--- src/rtl/instr_fetch_initiator.sv ---
// -----------------------------------------------------------------------------
// instr_fetch_initiator
//   OBI-style instruction fetch initiator. Issues sequential word fetches over a
//   req/gnt/rvalid port, buffers responses in an in-order FIFO tagged with
//   their fetch address, and presents them as a valid/ready stream. Redirects
//   flush the FIFO and drop responses to requests already in flight.
//
//   Ports
//     clk_i, rst_ni                 clock, async active-low reset
//     fetch_enable_i                allow new requests
//     branch_i, branch_addr_i       one-cycle redirect strobe and target
//     instr_req_o/gnt_i/addr_o      OBI address phase
//     instr_rvalid_i/rdata_i        OBI response phase
//     fetch_valid_o/ready_i         instruction stream handshake
//     fetch_rdata_o/addr_o          head instruction and its address
//     fifo_push_o/pop_o             FIFO write/read strobes
//     fifo_read/write_pointer_o     FIFO pointers
//     protocol_err_o                sticky: rvalid with nothing outstanding
//
//   state | meaning
//   IDLE  | no request; waits for fetch_enable_i
//   RUN   | requests issued whenever a credit is available
//   STALL | request presented but not yet granted; req/addr frozen
// -----------------------------------------------------------------------------
module instr_fetch_initiator #(
  parameter logic [31:0] BOOT_ADDR       = 32'h80,
  parameter int          FIFO_DEPTH      = 2,
  parameter int          FIFO_ADDR_DEPTH = $clog2(FIFO_DEPTH),
  parameter int          MAX_OUTSTANDING = 2
) (
  input  logic                       clk_i,
  input  logic                       rst_ni,
  input  logic                       fetch_enable_i,
  input  logic                       branch_i,
  input  logic [31:0]                branch_addr_i,
  output logic                       instr_req_o,
  input  logic                       instr_gnt_i,
  output logic [31:0]                instr_addr_o,
  input  logic                       instr_rvalid_i,
  input  logic [31:0]                instr_rdata_i,
  output logic                       fetch_valid_o,
  input  logic                       fetch_ready_i,
  output logic [31:0]                fetch_rdata_o,
  output logic [31:0]                fetch_addr_o,
  output logic                       fifo_push_o,
  output logic                       fifo_pop_o,
  output logic [FIFO_ADDR_DEPTH-1:0] fifo_read_pointer_o,
  output logic [FIFO_ADDR_DEPTH-1:0] fifo_write_pointer_o,
  output logic                       protocol_err_o
);

  localparam int CNT_W = $clog2(FIFO_DEPTH + 1);
  localparam int SUM_W = CNT_W + 1;
  localparam int OUT_W = $clog2(MAX_OUTSTANDING + 1);
  localparam int TAG_W = (MAX_OUTSTANDING > 1) ? $clog2(MAX_OUTSTANDING) : 1;

  localparam logic [31:0]                BOOT_WORD = {BOOT_ADDR[31:2], 2'b00};
  localparam logic [FIFO_ADDR_DEPTH-1:0] FPTR_LAST = FIFO_ADDR_DEPTH'(FIFO_DEPTH - 1);
  localparam logic [FIFO_ADDR_DEPTH-1:0] FPTR_ONE  = FIFO_ADDR_DEPTH'(1);
  localparam logic [TAG_W-1:0]           TPTR_LAST = TAG_W'(MAX_OUTSTANDING - 1);
  localparam logic [TAG_W-1:0]           TPTR_ONE  = TAG_W'(1);
  localparam logic [CNT_W-1:0]           CNT_ONE   = CNT_W'(1);
  localparam logic [OUT_W-1:0]           OUT_ONE   = OUT_W'(1);
  localparam logic [OUT_W-1:0]           OUT_MAX   = OUT_W'(MAX_OUTSTANDING);
  localparam logic [SUM_W-1:0]           SUM_DEPTH = SUM_W'(FIFO_DEPTH);

  typedef enum logic [1:0] {
    IDLE  = 2'd0,
    RUN   = 2'd1,
    STALL = 2'd2
  } state_e;

  state_e               state_q, state_d;
  logic [31:0]          addr_q, addr_d;
  logic [31:0]          pend_addr_q, pend_addr_d;
  logic                 pend_valid_q, pend_valid_d;
  logic [OUT_W-1:0]     out_q, out_d;
  logic [OUT_W-1:0]     disc_q, disc_d;
  logic                 err_q;

  logic [31:0]          tag_mem_q [MAX_OUTSTANDING];
  logic [TAG_W-1:0]     tag_wr_q, tag_rd_q;

  logic [31:0]          fifo_data_q [FIFO_DEPTH];
  logic [31:0]          fifo_tag_q  [FIFO_DEPTH];
  logic [FIFO_ADDR_DEPTH-1:0] rd_ptr_q, wr_ptr_q;
  logic [CNT_W-1:0]     cnt_q, cnt_d;

  logic [31:0]          target;
  logic [SUM_W-1:0]     occupancy;
  logic                 credit;
  logic                 req_fire;
  logic                 rv_ok;
  logic                 rv_stray;
  logic                 push;
  logic                 pop;
  logic                 stall_drop;
  logic                 unused_bits;

  function automatic logic [FIFO_ADDR_DEPTH-1:0] fptr_inc(input logic [FIFO_ADDR_DEPTH-1:0] p);
    return (p == FPTR_LAST) ? '0 : p + FPTR_ONE;
  endfunction

  function automatic logic [TAG_W-1:0] tptr_inc(input logic [TAG_W-1:0] p);
    return (p == TPTR_LAST) ? '0 : p + TPTR_ONE;
  endfunction

  assign unused_bits = ^branch_addr_i[1:0];
  assign target      = {branch_addr_i[31:2], 2'b00};

  // Credit counts in-flight requests as if they already occupy the FIFO, so a
  // response always has room and rvalid never needs back-pressure.
  assign occupancy = SUM_W'(cnt_q) + SUM_W'(out_q);
  assign credit    = (occupancy < SUM_DEPTH) && (out_q < OUT_MAX);

  assign req_fire  = instr_req_o && instr_gnt_i;
  assign rv_ok     = instr_rvalid_i && (out_q != '0);
  assign rv_stray  = instr_rvalid_i && (out_q == '0);
  assign push      = rv_ok && (disc_q == '0) && !branch_i;
  assign pop       = fetch_valid_o && fetch_ready_i && !branch_i;

  // A request stalled across a redirect still fetches the old address; its
  // response is stale and must be dropped once it finally gets granted.
  assign stall_drop = (state_q == STALL) && instr_gnt_i && pend_valid_q && !branch_i;

  always_ff @(posedge clk_i or negedge rst_ni) begin
    if (!rst_ni) begin
      state_q <= IDLE;
    end else begin
      state_q <= state_d;
    end
  end

  always_comb begin
    state_d      = state_q;
    addr_d       = addr_q;
    pend_addr_d  = pend_addr_q;
    pend_valid_d = pend_valid_q;
    instr_req_o  = 1'b0;
    unique case (state_q)
      IDLE: begin
        if (fetch_enable_i) state_d = RUN;
        if (branch_i)       addr_d  = target;
      end
      RUN: begin
        instr_req_o = credit && fetch_enable_i;
        if (instr_req_o) begin
          if (instr_gnt_i) begin
            addr_d = branch_i ? target : addr_q + 32'd4;
          end else begin
            // Request is now committed; hold it and park any redirect.
            state_d = STALL;
            if (branch_i) begin
              pend_valid_d = 1'b1;
              pend_addr_d  = target;
            end
          end
        end else begin
          if (branch_i)        addr_d  = target;
          if (!fetch_enable_i) state_d = IDLE;
        end
      end
      STALL: begin
        instr_req_o = 1'b1;
        if (instr_gnt_i) begin
          state_d      = fetch_enable_i ? RUN : IDLE;
          pend_valid_d = 1'b0;
          if (branch_i)          addr_d = target;
          else if (pend_valid_q) addr_d = pend_addr_q;
          else                   addr_d = addr_q + 32'd4;
        end else if (branch_i) begin
          pend_valid_d = 1'b1;
          pend_addr_d  = target;
        end
      end
      default: begin
        state_d = IDLE;
      end
    endcase
  end

  always_comb begin
    out_d = out_q;
    if (req_fire) out_d = out_d + OUT_ONE;
    if (rv_ok)    out_d = out_d - OUT_ONE;

    disc_d = disc_q;
    if (branch_i) begin
      // Everything still in flight after this cycle belongs to the old path.
      disc_d = out_d;
    end else begin
      if (rv_ok && (disc_q != '0)) disc_d = disc_d - OUT_ONE;
      if (stall_drop)              disc_d = disc_d + OUT_ONE;
    end

    cnt_d = cnt_q;
    if (branch_i) begin
      cnt_d = '0;
    end else if (push && !pop) begin
      cnt_d = cnt_q + CNT_ONE;
    end else if (pop && !push) begin
      cnt_d = cnt_q - CNT_ONE;
    end
  end

  always_ff @(posedge clk_i or negedge rst_ni) begin
    if (!rst_ni) begin
      addr_q       <= BOOT_WORD;
      pend_addr_q  <= '0;
      pend_valid_q <= 1'b0;
      out_q        <= '0;
      disc_q       <= '0;
      err_q        <= 1'b0;
      tag_wr_q     <= '0;
      tag_rd_q     <= '0;
      rd_ptr_q     <= '0;
      wr_ptr_q     <= '0;
      cnt_q        <= '0;
      for (int i = 0; i < MAX_OUTSTANDING; i++) tag_mem_q[i] <= '0;
      for (int i = 0; i < FIFO_DEPTH; i++) begin
        fifo_data_q[i] <= '0;
        fifo_tag_q[i]  <= '0;
      end
    end else begin
      addr_q       <= addr_d;
      pend_addr_q  <= pend_addr_d;
      pend_valid_q <= pend_valid_d;
      out_q        <= out_d;
      disc_q       <= disc_d;
      cnt_q        <= cnt_d;
      if (rv_stray) err_q <= 1'b1;

      // Tag queue mirrors the outstanding requests, popped on every response
      // (kept or dropped) so it stays aligned with out_q.
      if (req_fire) begin
        tag_mem_q[tag_wr_q] <= addr_q;
        tag_wr_q            <= tptr_inc(tag_wr_q);
      end
      if (rv_ok) tag_rd_q <= tptr_inc(tag_rd_q);

      if (push) begin
        fifo_data_q[wr_ptr_q] <= instr_rdata_i;
        fifo_tag_q[wr_ptr_q]  <= tag_mem_q[tag_rd_q];
      end
      if (branch_i) begin
        rd_ptr_q <= '0;
        wr_ptr_q <= '0;
      end else begin
        if (push) wr_ptr_q <= fptr_inc(wr_ptr_q);
        if (pop)  rd_ptr_q <= fptr_inc(rd_ptr_q);
      end
    end
  end

  assign instr_addr_o         = addr_q;
  assign fetch_valid_o        = (cnt_q != '0);
  assign fetch_rdata_o        = fifo_data_q[rd_ptr_q];
  assign fetch_addr_o         = fifo_tag_q[rd_ptr_q];
  assign fifo_push_o          = push;
  assign fifo_pop_o           = pop;
  assign fifo_read_pointer_o  = rd_ptr_q;
  assign fifo_write_pointer_o = wr_ptr_q;
  assign protocol_err_o       = err_q;

endmodule
--- config.mk ---
export PLATFORM = sky130hd
export DESIGN_NAME = instr_fetch_initiator
export DESIGN_NICKNAME = d
export VERILOG_FILES = /design/src/rtl/instr_fetch_initiator.sv
export SDC_FILE = /design/constraint.sdc
export NUM_CORES = 1
export LEC_CHECK = 0
export CORE_MARGIN = 5
export CORE_UTILIZATION = 35
export DETAILED_ROUTE_END_ITERATION = 8
export PLACE_DENSITY_LB_ADDON = 0.05
export REMOVE_ABC_BUFFERS = 1
export SYNTH_ARGS = -nofsm -noshare
export SYNTH_HDL_FRONTEND = slang
export SYNTH_SLANG_ARGS = --single-unit
--- constraint.sdc ---
create_clock -name clk_i -period 7.02 [get_ports clk_i]
set_input_delay 1.404 -clock clk_i [delete_from_list [all_inputs] [get_ports clk_i]]
set_output_delay 1.404 -clock clk_i [all_outputs]
set_load 0.03 [all_outputs]
# [Yosys cells after proc, flatten, opt, wreduce, memory -nomap -nowiden]
# Cells that the tools add are included.
[totals] reg_bits=270 input_bits=71 out_inout_bits=103 word_cells=144
[op_classes] add_sub_neg=12 bitwise=4 eq_ne=9 magnitude_cmp=8 n_reduce_logical=35 muxes=58
[ops] cell="two-way mux 32 bit" count=21
[ops] cell="bitwise mux 64 bit" count=3
[ops] cell="case mux 32 bit (3 select lines)" count=1
[ops] cell="demux 32 bit (select 1 bit)" count=2
[ops] cell="case mux 32 bit (2 select lines)" count=1
[ops] cell="adder 32 x 3 -> 32 bit, second input constant" count=1
[ops] cell="two-way mux 2 bit" count=14
[ops] cell="logical AND 1 bit" count=17
[ops] cell="two-way mux 1 bit" count=13
[ops] cell="nonzero test 2 bit" count=6
[ops] cell="!= test 3 bit, second input constant" count=3
[ops] cell="greater-or-equal comparator 2 bit, second input constant" count=4
[ops] cell="!= test 2 bit, second input constant" count=4
[ops] cell="inverter 1 -> 2 bit" count=4
[ops] cell="adder 2 x 1 -> 2 bit, second input constant" count=3
[ops] cell="zero test 2 bit" count=3
[ops] cell="case mux 2 bit (3 select lines)" count=1
[ops] cell="AND reduction 3 bit" count=2
[ops] cell="nonzero test 3 bit" count=2
[ops] cell="subtractor 2 x 1 -> 2 bit, second input constant" count=3
[ops] cell="adder 1 bit, second input constant" count=4
[ops] cell="< comparator 2 x 1 -> 1 bit, second input constant" count=2
[ops] cell="case mux 1 bit (2 select lines)" count=2
[ops] cell="AND reduction 4 bit" count=1
[ops] cell="other kinds (7)" count=9

# [Longest topological paths before layout]
# Gate-level depths: netlist of the first run.
[depth] ltp_word=10 ltp_mapped=11

# [Worst setup path before layout of the first run]
# Ideal clock, no wire load.
[synth_timing] path_kind="input -> output" start="in branch_i" end="out fifo_pop_o" path_buffers=4 setup_slack_ns=2.940 t_arrival_ns=2.676 cell_stages=5 cell_sequence="clkbuf_1 -> clkbuf_1 -> clkbuf_1 -> clkbuf_1 -> nor2_1"
[synth_between] elab_chain_len=2
[synth_lines] item="start: declaration" line="34" source="input logic branch_i,"
[synth_lines] item="zero test 1 bit" line="120" source="assign pop = fetch_valid_o && fetch_ready_i && !branch_i;"
[synth_lines] item="logical AND 1 bit" line="120"
[synth_lines] item="end: declaration" line="46" source="output logic fifo_pop_o,"
# Every way passes these cells.

# [Worst setup path after layout of the first run]
[layout_timing] start="in fetch_enable_i" end="out instr_req_o"
[layout_between] elab_chain_len=2
[layout_lines] item="start: declaration" line="33" source="input logic fetch_enable_i,"
[layout_lines] item="logical AND 1 bit" line="146" source="instr_req_o = credit && fetch_enable_i;"
[layout_lines] item="case mux 1 bit (2 select lines)" line="140" source="unique case (state_q)"
[layout_lines] item="end: declaration" line="36" source="output logic instr_req_o,"
# Every way passes these cells.

==> results.yml, run 1 <==
worst_setup_path:
  crit_family: "simple AND/OR/NAND/NOR gates"
  crit_required_ps: 5620
  cp_num_buf_inv: 2
  path_cells: "clkdlybuf4s50_1 -> or4b_1 -> nor2_2 -> nor2_1 -> nor2_1 -> clkdlybuf4s50_1"
  cp_slowest_cell: "clkdlybuf4s50_1"
  cp.arrival_ps: 4010
  critPathMaxStageDelay_ps: 720
  path_class: "in2out"
  worstSetupEndpointType: "output pin"
  worst_setup_path_start_kind: "input port"
  cp_max_fo: 9
yosys:
  ys_warn_count: 0
  synth.cell_area_um2: 13100
  synth.area.top_cells: "dfrtp_1 51%, mux2_2 18%, o21ai_0 3.4%, nand2_1 2.7%, mux2i_1 2.5%"
  synth_top_area_cell: "dfrtp_1"
  postSynth.asyncResetShare_pct: 100
  synth_cell_types: 71
  synth_edf_count: 0
  ys.flop_type: "dfrtp_1"
  synthCells: 1160
  ys_seq_elements: 268
  syn_avg_cell_area_um2: 11.3
  synthMostInstantiatedCell: "dfrtp_1"
  synth_common_cells: "267 x dfrtp_1, 214 x mux2_2, 95 x nand2_1"
  yosysSeqAreaShare_pct: 51.1
  synth_top_area_share_pct: 50.9
clock_tree:
  clk_pin_slew_ps: 60
  cts_setup_buffers: 0
  cts_buffers: 31
  clk_latency_ps: 580
  ctsLongestPathBuffers: 3
  cts_resized: 0
  cts_root_buf: "clkbuf_16"
  clkSinkCount: 268
  cts_tree: "yes"
  ctsHoldBuffers: 0
  htreeDepth: 1
placed_design:
  place_hpwl_mm: 24.4
  place_ws_ps: 1650
  gp_congestion: 0.801
  io_buffers: 171
floorplan:
  num_rows: 71
  die_width_um: 204
  start_util_pct: 35.2
  fp.dieArea_um2: 41500
  fp.coreArea_um2: 37300
  io_pins: 174
  die_y_um: 204
timing:
  worst_pin_slew_ps: 1070
  relSlewSlack_pct: 28.5
  fin_skew_ps: 9.91
  fin_ws_ps: 1610
  max_freq_ghz: 0.185
  hold_viol: 0
  finalCritPeriodShare_pct: 77.1
  finalSetupViolations: 0
  rsz0062_at_grt: "false"
  tns_ps: 0
  hold_ws_ps: 458
  period_needed_ps: 5410
  drv_slew: 0
route:
  wl_mm: 36.5
  wl_per_cell_um: 20.3
  final_antenna_net_count: 0
  drtIter0Drc: 624
  first_pass_iters: 5
  drc: 0
  vias: 9440
  avgViaCountPerCell: 5.25
cells_and_area:
  drive_gt1_share_pct: 23.6
  final_util_pct: 43.9
  num-fill-cells: 3566
  multiInputGateArea_um2: 6040
  num_antenna_cells: 0
  fin_nets: 1378
  syn2layout_area_growth_pct: 24.6
  seqCellArea_um2: 6710
grt:
  grt.overflow.total: 0
  antenna_found_initial: 0
  grt_pass1_vias: 9738
  grt_pass1_wl_mm: 58.2
  grt.total_usage_pct: 17.5
  grt_max_degree: 148
outcome:
  status: "complete, no violations"
power:
  power.density_nw_per_um2: 439
  power_mw: 7.18
  max-vdd-ir-drop_v: 0.000222
  power.leakage_nw: 7.09
min_path:
  hold_path_class: "reg2reg"
flow_run:
  drv_cap: 0
[power breakdown]
part	leakage [nW]	internal [mW]	total, mW	switching [mW]
Sequential	3.48	2.09	2.59	0.498
Combinational	3.07	1.32	2.90	1.57
Clock	0.541	1.04	1.69	0.656
[cell type report]
type                    instances  share of cell area (%)
well taps                     474                    3.62
multi-input cells             792                    36.9
flip-flops and latches        268                    41.0
clock inverters                15                    1.11
clock buffers                  43                    5.51
inverters                      18                   0.413
repair buffers                188                    11.4
[state kept, by name, indices dropped and copies added, names as in the netlist, 2 cells and up]
| name | cells |
|---|---|
| cnt_q | 2 |
| disc_q | 2 |
| fifo_data_q | 64 |
| fifo_tag_q | 64 |
| instr_addr_o | 32 |
| out_q | 2 |
| pend_addr_q | 30 |
| state_q | 2 |
| tag_mem_q | 64 |
[cell families after synthesis]
kind of cell	Yosys count	synth area share, %
compound gates	254	12.4
flops	268	51.1
xor+xnor	34	2.27
buf+inv	100	3.22
simple gates	249	9.36
mux	247	20.9
fa+ha+maj	8	0.819
[routing by layer]
layer,wire length [µm],global-route usage [%],vias to the layer above
li1,-,-,4484
met1,17300,25.1,4677
met2,16600,27.7,220
met3,1690,2.91,59
met4,962,4.58,0
met5,0,0,-
[layout by cell type (no fill, tap or decap), drive strengths merged, types with 20 or more instances in the layout]
cell | Yosys | final
clkdlybuf4s50 | 0 | 169
mux2 | 214 | 214
xor2 | 21 | 21
nand3 | 20 | 20
a21oi | 55 | 55
mux2i | 33 | 33
nor2 | 62 | 62
o21ai | 92 | 92
clkbuf | 52 | 43
nand2 | 95 | 95
dfrtp | 267 | 267
[per-stage QoR]
| stage | area (µm²) | cells |
|---|---|---|
| 2_1_floorplan | 12800 | 1078 |
| 3_3_place_gp | 15300 | 1740 |
| 3_5_place_dp | 15300 | 1740 |
| 4_1_cts | 16400 | 1798 |
| 5_1_grt | 16400 | 1798 |
| 6_report | 16400 | 1798 |
[final timing paths]
kind                       slack, ps  cells after the start            from         endpoint
setup / recovery                1610                      6  fetch_enable_i      instr_req_o
hold / removal                   460                      1  protocol_err_o   protocol_err_o
setup reg to reg                3360                      8        out_q[0]    tag_mem_q[63]
hold reg to reg                  460                      1  protocol_err_o   protocol_err_o
max in group asynchronous       4950                      2          rst_ni   fifo_tag_q[28]
min in group asynchronous        800                      1          rst_ni  fifo_data_q[59]
Power figures use the tool's default switching activity.
==> run 2: changes to the inputs <==
==> constraint.sdc (replaced) <==
create_clock -name clk_i -period 5.4 [get_ports clk_i]
set_input_delay 1.08 -clock clk_i [delete_from_list [all_inputs] [get_ports clk_i]]
set_output_delay 1.08 -clock clk_i [all_outputs]
set_load 0.03 [all_outputs]
==> run 2 against run 1 <==
  * Setup slack worse by 980 ps
  * Highest routed layer unchanged
  * Final area about the same
  * Global-route usage rose by 0.29 points
  * Critical path type is now reg2out
==> results.yml, run 2 (synthesis results as in run 1) <==
cells_and_area:
  fin_nets: 1384
  num-fill-cells: 3525
  reg_top3: "fifo_data_q x64, fifo_tag_q x64, tag_mem_q x64"
  fin_area_um2: 16400
  syn2layout_area_growth_pct: 24.6
  stdcell_count: 1800
  drive_gt1_share_pct: 23.5
  final_common_cell: "dfrtp_1"
  layout_common_cells: "265 x dfrtp_1, 214 x mux2_2, 169 x clkdlybuf4s50_1, 94 x nand2_1, 89 x o21ai_0"
clock_tree:
  cts_setup_buffers: 0
  cts_buffers: 31
  clk_latency_ps: 560
  cts_resized: 0
  cts_root_buf: "clkbuf_16"
  clk_pin_slew_ps: 60
  clkSinkCount: 268
  ctsHoldBuffers: 0
  cts_tree: "yes"
  htreeDepth: 1
  ctsLongestPathBuffers: 3
route:
  avgViaCountPerCell: 5.30
  wl_per_cell_um: 20.7
  final_antenna_net_count: 0
  first_pass_iters: 4
  wl_mm: 37.2
  drtIter0Drc: 497
  drc: 0
  vias: 9548
power:
  power.leakage_nw: 7.09
  internal_power_mw: 5.76
  power.density_nw_per_um2: 568
  p_seq_share_pct: 36.2
  pwr-share-clk_pct: 23.1
  swShare_pct: 38.1
  share_comb_of_total_power_pct: 40.7
  power_switching_mw: 3.54
  max-vdd-ir-drop_v: 0.000228
timing:
  finalSetupViolations: 0
  worst_pin_slew_ps: 1070
  fin_skew_ps: 9.71
  drv_slew: 0
  period_needed_ps: 4770
  hold_ws_ps: 460
  max_freq_ghz: 0.210
  fin_ws_ps: 631
  rsz0062_at_grt: "false"
  finalCritPeriodShare_pct: 88.3
  relSlewSlack_pct: 28.7
  hold_viol: 0
min_path:
  hold_path_class: "reg2reg"
  whs_path_depth: 1
floorplan:
  fp.dieArea_um2: 41500
  num_rows: 71
  die_y_um: 204
  die_width_um: 204
  fp.coreArea_um2: 37300
  io_pins: 174
  start_util_pct: 35.2
grt:
  grt.total_usage_pct: 17.8
  use_met1_pct: 25.4
  antenna_found_initial: 1
  grt_pass1_vias: 9917
  grt.overflow.total: 0
  grtUsageMet2_pct: 28.4
  grt_max_degree: 115
  grt_use_met3_pct: 2.64
  grt.busiest_layer: "met2"
  grt_pass1_wl_mm: 58.9
placed_design:
  placed_cells: 1746
  place_hpwl_mm: 24.7
  io_buffers: 171
  placed_area_um2: 15300
  gp_congestion: 0.805
  place_ws_ps: 821
worst_setup_path:
  r2r_cells: 9
  cp.arrival_ps: 3690
  rr_startpoint: "out_q[0]"
  reg2reg_slack_ps: 1860
  worstSetupEndpointType: "output pin"
  cp_max_fo: 9
  reg2reg_to: "instr_addr_o[24]"
  crit_required_ps: 4320
  worst_setup_path_start_kind: "register"
  path_class: "reg2out"
  crit_path_end: "instr_req_o"
  startpoint: "out_q[0]"
outcome:
  status: "complete, no violations"
flow_run:
  drv_cap: 0
==> run 2: power by group through the flow <==
stage	combinational, mW	sequential [mW]	clock, mW
final	3.79	3.36	2.15
after global routing	4.08	3.47	2.31
after CTS	3.83	3.37	2.23
after detailed placement	3.81	3.41	0
after global placement	3.78	3.39	0
after floorplan	2.28	3.40	0
==> run 2: per-stage QoR <==
stage | TNS, ps | power [mW] | util (%)
6_report | 0 | 9.30 | 43.8
5_1_grt | 0 | 9.86 | 43.8
4_1_cts | 0 | 9.44 | 43.8
3_5_place_dp | 0 | 7.22 | 41.1
3_3_place_gp | 0 | 7.17 | 41.1
2_1_floorplan | -148470 | 5.68 | -
==> run 2: layer usage <==
metal,routed length [µm],share of wire (%),vias to the layer above
met5,0,0,-
met2,17000,46,238
met4,837,2.3,0
li1,-,-,4509
met1,17400,47,4752
met3,1890,5.1,49
==> run 2: area by class of cell <==
class	count	area, µm²	share of cell area (%)
diodes	1	2.50	0.0153
well taps	474	593	3.62
clock buffers	43	881	5.38
inverters	18	67.6	0.413
repair buffers	194	1910	11.7
clock inverters	10	153	0.933
flip-flops and latches	268	6710	41.0
multi-input cells	792	6040	36.9
==> run 2: worst min-delay path by stage <==
stage	start	endpoint	slack, ps
6_report	protocol_err_o	protocol_err_o	460
5_1_grt	fifo_tag_q[13]	fifo_tag_q[13]	490
4_1_cts	protocol_err_o	protocol_err_o	470
3_5_place_dp	protocol_err_o	protocol_err_o	450
3_3_place_gp	protocol_err_o	protocol_err_o	440
2_1_floorplan	fifo_tag_q[0]	fifo_tag_q[0]	440
==> run 2: critical path: stages (launching register included) <==
cell and delay, ps:
dfrtp_1 420, and2_1 190, fa_1 500, or4b_1 710
nor2_2 130, buf_4 190, nor2_1 50, nor2_1 200
clkdlybuf4s50_1 720
==> run 3: changes to the inputs <==
--- a/config.mk
+++ b/config.mk
@@ -10,6 +10,8 @@
 export DETAILED_ROUTE_END_ITERATION = 8
 export PLACE_DENSITY_LB_ADDON = 0.05
 export REMOVE_ABC_BUFFERS = 1
+export SKIP_LAST_GASP = 1
 export SYNTH_ARGS = -nofsm -noshare
 export SYNTH_HDL_FRONTEND = slang
 export SYNTH_SLANG_ARGS = --single-unit
+export TNS_END_PERCENT = 100
==> results of run 3 <==
Same layout as run 2: the final DEF is identical, and so are final timing and power.
